File: config.mk
export PLATFORM = sky130hd
export DESIGN_NAME = srt4_host_adapter
export DESIGN_NICKNAME = d
export VERILOG_FILES = /design/src/rtl/srt4_host_adapter.sv
export SDC_FILE = /design/constraint.sdc
export NUM_CORES = 1
export LEC_CHECK = 0
export CORE_AREA = 5 5 82 84
export CTS_BUF_LIST = sky130_fd_sc_hd__clkbuf_4 sky130_fd_sc_hd__clkbuf_8
export CTS_CLUSTER_DIAMETER = 200
export CTS_CLUSTER_SIZE = 14
export DETAILED_ROUTE_END_ITERATION = 8
export DIE_AREA = 0 0 87 89
export PLACE_DENSITY_LB_ADDON = 0.12
export SYNTH_ARGS = -nofsm -noshare
export SYNTH_HDL_FRONTEND = slang
export SYNTH_SLANG_ARGS = --single-unit
File: constraint.sdc
create_clock -name clk -period 2.2 [get_ports clk]
set_input_delay 0.44 -clock clk [delete_from_list [all_inputs] [get_ports clk]]
set_output_delay 0.44 -clock clk [all_outputs]
set_load 0.005 [all_outputs]
File: src/rtl/srt4_host_adapter.sv
// Host-side sequencer for the srt4 divider: takes one request, drives the divider's
// begin/operand bus, collects quotient and remainder, and returns them on a response channel.
module srt4_host_adapter #(
  parameter int TIMEOUT = 64,
  parameter int QUO_LAG = 0,
  parameter int REM_LAG = 1
) (
  input  logic       clk,
  input  logic       rst,
  input  logic       req_valid,
  output logic       req_ready,
  input  logic [7:0] req_dividend,
  input  logic [7:0] req_divisor,
  output logic       rsp_valid,
  input  logic       rsp_ready,
  output logic [7:0] rsp_quotient,
  output logic [7:0] rsp_remainder,
  output logic       rsp_dbz,
  output logic       rsp_timeout,
  output logic       div_begin,
  output logic [7:0] div_inbus,
  input  logic [7:0] div_outbus,
  input  logic       div_end
);

  localparam int MAX_LAG = (QUO_LAG > REM_LAG) ? QUO_LAG : REM_LAG;

  typedef enum logic [2:0] {
    ST_IDLE,
    ST_BEGIN,
    ST_LOAD_A,
    ST_LOAD_B,
    ST_WAIT_END,
    ST_COLLECT,
    ST_RESP
  } state_t;

  state_t     state;
  state_t     state_nxt;
  logic [7:0] dividend_q;
  logic [7:0] divisor_q;
  logic [7:0] quotient_q;
  logic [7:0] remainder_q;
  logic       dbz_q;
  logic       timeout_q;
  logic [7:0] wait_cnt;
  logic [7:0] lag_cnt;
  logic       end_prev;

  logic       fire;
  logic       completion;
  logic       expired;
  logic       collecting;
  logic [7:0] cur_lag;
  logic       cap_quo;
  logic       cap_rem;

  // Lag 0 is the rising-edge cycle itself, which is still spent in WAIT_END.
  always_comb begin
    fire       = req_valid && (state == ST_IDLE);
    completion = (state == ST_WAIT_END) && div_end && !end_prev;
    expired    = (state == ST_WAIT_END) && !completion && (wait_cnt == 8'(TIMEOUT - 1));
    collecting = completion || (state == ST_COLLECT);
    cur_lag    = (state == ST_COLLECT) ? lag_cnt : 8'd0;
    cap_quo    = collecting && (cur_lag == 8'(QUO_LAG));
    cap_rem    = collecting && (cur_lag == 8'(REM_LAG));
  end

  always_comb begin
    state_nxt = state;
    case (state)
      ST_IDLE: begin
        if (fire) begin
          state_nxt = (req_divisor == 8'd0) ? ST_RESP : ST_BEGIN;
        end
      end
      ST_BEGIN:  state_nxt = ST_LOAD_A;
      ST_LOAD_A: state_nxt = ST_LOAD_B;
      ST_LOAD_B: state_nxt = ST_WAIT_END;
      ST_WAIT_END: begin
        if (completion) begin
          state_nxt = ST_COLLECT;
        end else if (expired) begin
          state_nxt = ST_RESP;
        end
      end
      ST_COLLECT: begin
        if (lag_cnt == 8'(MAX_LAG)) begin
          state_nxt = ST_RESP;
        end
      end
      ST_RESP: begin
        if (rsp_ready) begin
          state_nxt = ST_IDLE;
        end
      end
      default: state_nxt = ST_IDLE;
    endcase
  end

  always_ff @(posedge clk) begin
    if (rst) begin
      state <= ST_IDLE;
    end else begin
      state <= state_nxt;
    end
  end

  always_ff @(posedge clk) begin
    if (rst) begin
      dividend_q  <= 8'd0;
      divisor_q   <= 8'd0;
      quotient_q  <= 8'd0;
      remainder_q <= 8'd0;
      dbz_q       <= 1'b0;
      timeout_q   <= 1'b0;
      wait_cnt    <= 8'd0;
      lag_cnt     <= 8'd0;
      end_prev    <= 1'b0;
    end else begin
      // History is wiped when an operation starts so only a fresh edge completes it.
      if (fire && (req_divisor != 8'd0)) begin
        end_prev <= 1'b0;
      end else begin
        end_prev <= div_end;
      end

      if (fire) begin
        dividend_q <= req_dividend;
        divisor_q  <= req_divisor;
        timeout_q  <= 1'b0;
        if (req_divisor == 8'd0) begin
          quotient_q  <= 8'hFF;
          remainder_q <= req_dividend;
          dbz_q       <= 1'b1;
        end else begin
          dbz_q <= 1'b0;
        end
      end

      if (state == ST_LOAD_B) begin
        wait_cnt <= 8'd0;
      end else if (state == ST_WAIT_END) begin
        wait_cnt <= wait_cnt + 8'd1;
      end

      if (completion) begin
        lag_cnt <= 8'd1;
      end else if (state == ST_COLLECT) begin
        lag_cnt <= lag_cnt + 8'd1;
      end

      if (cap_quo) begin
        quotient_q <= div_outbus;
      end
      if (cap_rem) begin
        remainder_q <= div_outbus;
      end

      if (expired) begin
        quotient_q  <= 8'd0;
        remainder_q <= 8'd0;
        timeout_q   <= 1'b1;
      end

      if ((state == ST_RESP) && rsp_ready) begin
        dbz_q     <= 1'b0;
        timeout_q <= 1'b0;
      end
    end
  end

  always_comb begin
    req_ready     = (state == ST_IDLE);
    rsp_valid     = (state == ST_RESP);
    div_begin     = (state == ST_BEGIN);
    div_inbus     = 8'd0;
    if (state == ST_LOAD_A) begin
      div_inbus = dividend_q;
    end else if (state == ST_LOAD_B) begin
      div_inbus = divisor_q;
    end
    rsp_quotient  = quotient_q;
    rsp_remainder = remainder_q;
    rsp_dbz       = dbz_q;
    rsp_timeout   = timeout_q;
  end

endmodule

After elaboration in Yosys (flattened, before gate mapping) --
Index checks and enable logic that the tools add are counted.
Storage, ports and cells: register bits 54, bits of input ports 29, output and inout port bits 29, word-level logic and storage cells 77
Cells by class: $add $sub $neg 2, equal/unequal tests 13, multiplexer cells 21, reduce and logical (&&, ||, !) cells 30
Operators with widths (number):
- 8-bit 2-to-1 mux | 9
- 3-bit case mux with 7 select lines | 1
- 3-bit 2-to-1 mux | 6
- 8-bit by 1-bit adder with 8-bit output, second input constant | 2
- 8-bit by 1-bit == test with 1-bit output, second input constant | 2
- 8-bit logical NOT | 2
- 2-bit nonzero test | 6
- 2-bit OR reduction | 5
- 3-bit == test, second input constant | 3
- 1-bit logical AND | 9
- 8-bit by 6-bit == test with 1-bit output, second input constant | 1
- 8-bit nonzero test | 1
- 3-bit by 2-bit == test with 1-bit output, second input constant | 2
- 2-bit by 1-bit inequality test with 1-bit output, second input constant | 3
- 1-bit 2-to-1 mux | 5
- 2-bit AND reduction | 2
- 4-bit AND reduction | 1
- 3-bit by 1-bit == test with 1-bit output, second input constant | 1
- 3-bit logical NOT | 1
- 3-bit inequality test, second input constant | 1
- 1-bit logical NOT | 2
- 1-bit logical OR | 1

Logic depth before layout (Yosys ltp) --
depth after elaboration 9, gate-level depth with buffers 7, mapped depth without buffers 6

Worst setup path after synthesis --
OpenSTA, ideal clock, no wires.
path kind input to register, start point in req_divisor[4], end point reg remainder_q[7] (netlist: rsp_remainder[7]), arrival time 1.586 ns, required time 2.068 ns, slack 0.483 ns, stages on the path 6, cell sequence nor4_2 -> and3_1 -> buf_6 -> buf_6 -> mux2i_1 -> a211oi_2
Between the ends: longest elaborated chain between the ends 3
RTL lines:
- from (decl) | RTL line 13 | input logic [7:0] req_divisor,
- 8-bit logical NOT | RTL line 132 | if (req_divisor == 8'd0) begin
- 2-bit nonzero test (no source line)
- 2-bit AND reduction (no source line)
- to (signal assigned) | RTL line 134 | remainder_q <= req_dividend;
- to (signal assigned) | RTL line 157 | remainder_q <= div_outbus;
- to (decl) | RTL line 43 | logic [7:0] remainder_q;
No other way between the ends. A chain may end at the register's enable or synchronous reset.

Worst setup path after layout --
start point reg state[0], end point out div_begin
Between the ends: longest elaborated chain between the ends 1
RTL lines:
- from (decl) | RTL line 38 | state_t state;
- from (signal assigned) | RTL line 105 | state <= state_nxt;
- 3-bit by 1-bit == test with 1-bit output | RTL line 176 | div_begin = (state == ST_BEGIN);
- to (decl) | RTL line 20 | output logic div_begin,
No other way between the ends.

==> impl_summary.md <==
Worst setup path
The cell family contributing the most delay on the critical path is buffers and inverters. In this run the worst path has a maximum fanout of 26. The cell count of the worst reg-to-reg path is 6. The critical path contains buffers and inverters numbering 2 combined. Traced cell by cell, the critical path runs through buf_12, nor3b_1, clkdlybuf4s50_1. The slack of the worst reg-to-reg path is 0.40 ns. The startpoint identified for the worst register-to-register timing path is state[0]$_SDFFE_PP0P_. The terminus of the critical flop-to-flop path is state[1]$_SDFFE_PP0P_.

The peak per-stage delay on the critical path is 0.54 ns. The largest individual stage delay along the critical path comes from the cell clkdlybuf4s50_1. The category of the most critical setup path is reg -> out. For the worst setup path, the data arrival time is 1.69 ns. Data on the critical path is required at its endpoint by 1.76 ns. STA classifies the critical path startpoint as a flip-flop.

The capturing element type of the critical path is an output pin.

Worst hold path
The worst hold path was traced through 2 stages. The startpoint of the tightest hold check path is dividend_q[2]$_SDFFE_PP0P_. The worst min-delay path category is reg -> reg. The hold-critical path endpoint is dividend_q[2]$_SDFFE_PP0P_.

CTS
The maximum buffer depth of the clock tree is 2. The H-tree was split into 2 levels. TritonCTS built the clock tree. The root buffer cell chosen for the clock tree is clkbuf_8.

The clock-pin slew reported for the worst setup and hold paths after clock tree synthesis is 0.09 ns. For the worst-skew pair, the clock arrives at the later sink with an insertion delay of 0.30 ns. The total clock sinks is 54. The number of setup buffers added after CTS is 0. The CTS buffer count is 5.

Synth
The total of warnings raised by yosys is 0. In this run, synthesis produced a sequential element count of 54. The commonest cells after synthesis are 54 x dfxtp_1, 45 x nor2_1, 43 x nand2_1, 30 x a21oi_1. The post-synthesis average cell area is about 8.6 um2. In this run, synthesis inferred 0 flip-flops with an integrated enable. After synthesis, the largest family of logic cells by area is simple AND/OR/NAND/NOR gates. The share of the synthesized area in compound gates (AO/OA/AOI/OAI) is 0.153. Of the total synthesized cell area, the portion taken by full adders, half adders and majority gates is 0.0144. In the synthesized netlist the dominant register cell turns out to be dfxtp_1. The cell taking the most area after synthesis is dfxtp_1. The synthesized-area fraction occupied by and/or/nand/nor cells is 0.261.

Yosys attributes the largest share of cell area to dfxtp_1 42%, nor2_1 6.5%, nand2_1 6.2%. The number of distinct standard cells referenced by the synthesized netlist is 44. After synthesis the cells add up to around 0.0026 mm2.

The multiplexer share of the synthesized area is 0.0616. The proportion of synthesized flip-flops having asynchronous set or reset is 0. The area share of the leading cell type in the synthesized netlist is 0.416.

Synthesis produced 303 cells. The share of the synthesized netlist area taken by xor and xnor gates is 0.0472. The most instantiated library cell after synthesis is dfxtp_1. The sequential element share of the synthesized area is 0.416. The net count of the mapped netlist is 335.

Floorplan
The die outline height is 89 um. The initial utilization of the core area, before any placement, comes to 0.444. Pin placement for this block handled 58 I/O pins. The area of the die is between 0.007 and 0.008 mm2. The row count is 28.

The core area is 0.00585 mm2. Measured along the x axis, the die boundary spans between 80 and 90 um.

Routing
For this block, the routed nets add up to 6320 um of wire. In the routed design, unresolved DRC markers number 0. The post-detailed-route count of antenna-violating nets is 0. The iteration count of the initial detailed-routing pass is 4. The starting DRC count in detailed routing is 128. The routed wirelength normalized by instance count is ~14 um. The via count is about 2300. The detail-routed via count per cell is 5.28.

Outcome
The run finished with clean final reports.

GRT
The maximum number of pins on one net before global-route repair is 27. The via count of the first global-routing pass is 2222. Summed over all layers, the global routing overflow is 0.

In the global route stage, overall resource usage came out at 0.172. The initial antenna violation count is 0. The first global-routing pass estimated 10600 um of wire.

Timing
The minimum clock period is 2.13 ns. For the pin with the worst max-slew slack, the measured transition is 0.361 ns. The maximum clock rate is 471 MHz. The final sum of negative setup slack is 0 ns. Setup repair after global routing left no endpoint under its margin.

In this run the tightest slew margin relative to its limit is 0.758. The post-route clock period utilization is 0.966. The final-report hold violation count came to 0. The number of pins with negative max-slew slack in the final report is 0. The setup clock skew after layout is 0.00714 ns. Setup violations remaining at the end of the flow were counted as 0.

Cells and area
The finished cells cover 0.00342 mm2. In the final layout, the share of cells above drive strength 1 is 0.105. The number of nets at the end of the flow is 393. The antenna diode count is 0. From synthesis to final layout, the design area changed by 31.8%.

Power and ir drop
The leakage power of the design is 1.18 nW. Power spread over the standard cell area amounts to 597 mW/mm2. The worst vdd rail ir drop is 0.000385 V.

Placement
At the end of routability-driven placement, the weighted congestion stood at a little over 0.8. The count of input and output buffers is 57. Summing all placed instances gives a cell area of around 0.0033 mm2. The detailed-placement wirelength estimate is about 4700 um.

Flow run
Max-cap violations in this run came to 0.
-- worst min-delay path, stage by stage (launching register included) --
cell     delay (ns)
dfxtp_1        0.32
nand2_1        0.05
a21oi_1        0.05
-- logic make-up (layout without fill, tap and decap cells) --
family / Yosys count / in the layout
compound gates: 60 / 60
xor+xnor: 14 / 14
fa+ha+maj: 3 / 3
buf+inv: 25 / 84
flops: 54 / 54
mux: 16 / 16
simple gates: 131 / 131
-- state kept, by name (all words and copies together) (netlist names) --
register	count
dividend_q	8
rsp_quotient	8
lag_cnt	8
rsp_remainder	8
wait_cnt	8
divisor_q	8
end_prev	1
state	3
rsp_dbz	1
rsp_timeout	1
-- timing repair --
action | 4_1_cts | 5_1_grt
hold buffers | 0 | 0
setup endpoints to repair | 8 | 10
resized for setup | 2 | 2
hold endpoints to repair | 0 | 0
-- area by class of cell --
class | count | area (um2)
Clock buffer | 7 | 83.8
Clock inverter | 1 | 30.0
Fill cell | 551 | 2430
Inverter | 3 | 11.3
Multi-Input combinational cell | 224 | 1400
Sequential cell | 54 | 1080
Tap cell | 75 | 93.8
Timing Repair Buffer | 73 | 719
-- layout by cell type (no fill, tap or decap), types with 4 or more instances in the layout --
cell and instances:
clkdlybuf4s50_1 57, dfxtp_1 53, nor2_1 45, nand2_1 43, a21oi_1 30, mux2i_1 16, a211oi_1 16, buf_4 13
xnor2_1 8, xor2_1 6, nand4_1 5, nand3_1 5, clkbuf_8 5, nor3_1 4
-- where the power goes --
part	internal (mW)	total, mW	switching [mW]
registers	1.01	1.04	0.0258
clock network	0.366	0.676	0.310
logic	0.166	0.328	0.161
total	1.55	2.04	0.498
-- routing by layer --
layer	wire length [um]	GRT usage	up-vias	share of wire
li1	-	-	1175	-
met1	2980	0.231	1081	0.47
met2	2930	0.280	45	0.46
met3	339	0.0359	7	0.054
met4	62	0.0467	0	0.0098
met5	0	0	-	0
-- how the worst max path moves through the flow --
stage / endpoint / cells after the start / startpoint
final: div_begin / 3 / state[0]$_SDFFE_PP0P_
after global routing: div_begin / 3 / state[0]$_SDFFE_PP0P_
after CTS: div_begin / 3 / state[2]$_SDFFE_PP0P_
after detailed placement: state[1]$_SDFFE_PP0P_ / 6 / req_divisor[0]
after global placement: state[1]$_SDFFE_PP0P_ / 6 / req_divisor[4]
after floorplan: rsp_remainder[7]$_SDFFE_PP0P_ / 6 / req_divisor[4]
-- metrics by stage --
stage,worst slack [ns],instances,power (mW),utilization,hold slack [ns]
4_1_cts,0.00708,437,2.06,0.584,0.459
6_report,0.0748,437,2.04,0.585,0.458
3_5_place_dp,0.0179,429,1.39,0.564,0.446
3_3_place_gp,0.0540,429,1.38,0.564,0.442
5_1_grt,0.00309,437,2.13,0.585,0.478
2_1_floorplan,0.483,303,1.24,-,0.436
No activity file was read; power rests on OpenSTA's default activity.
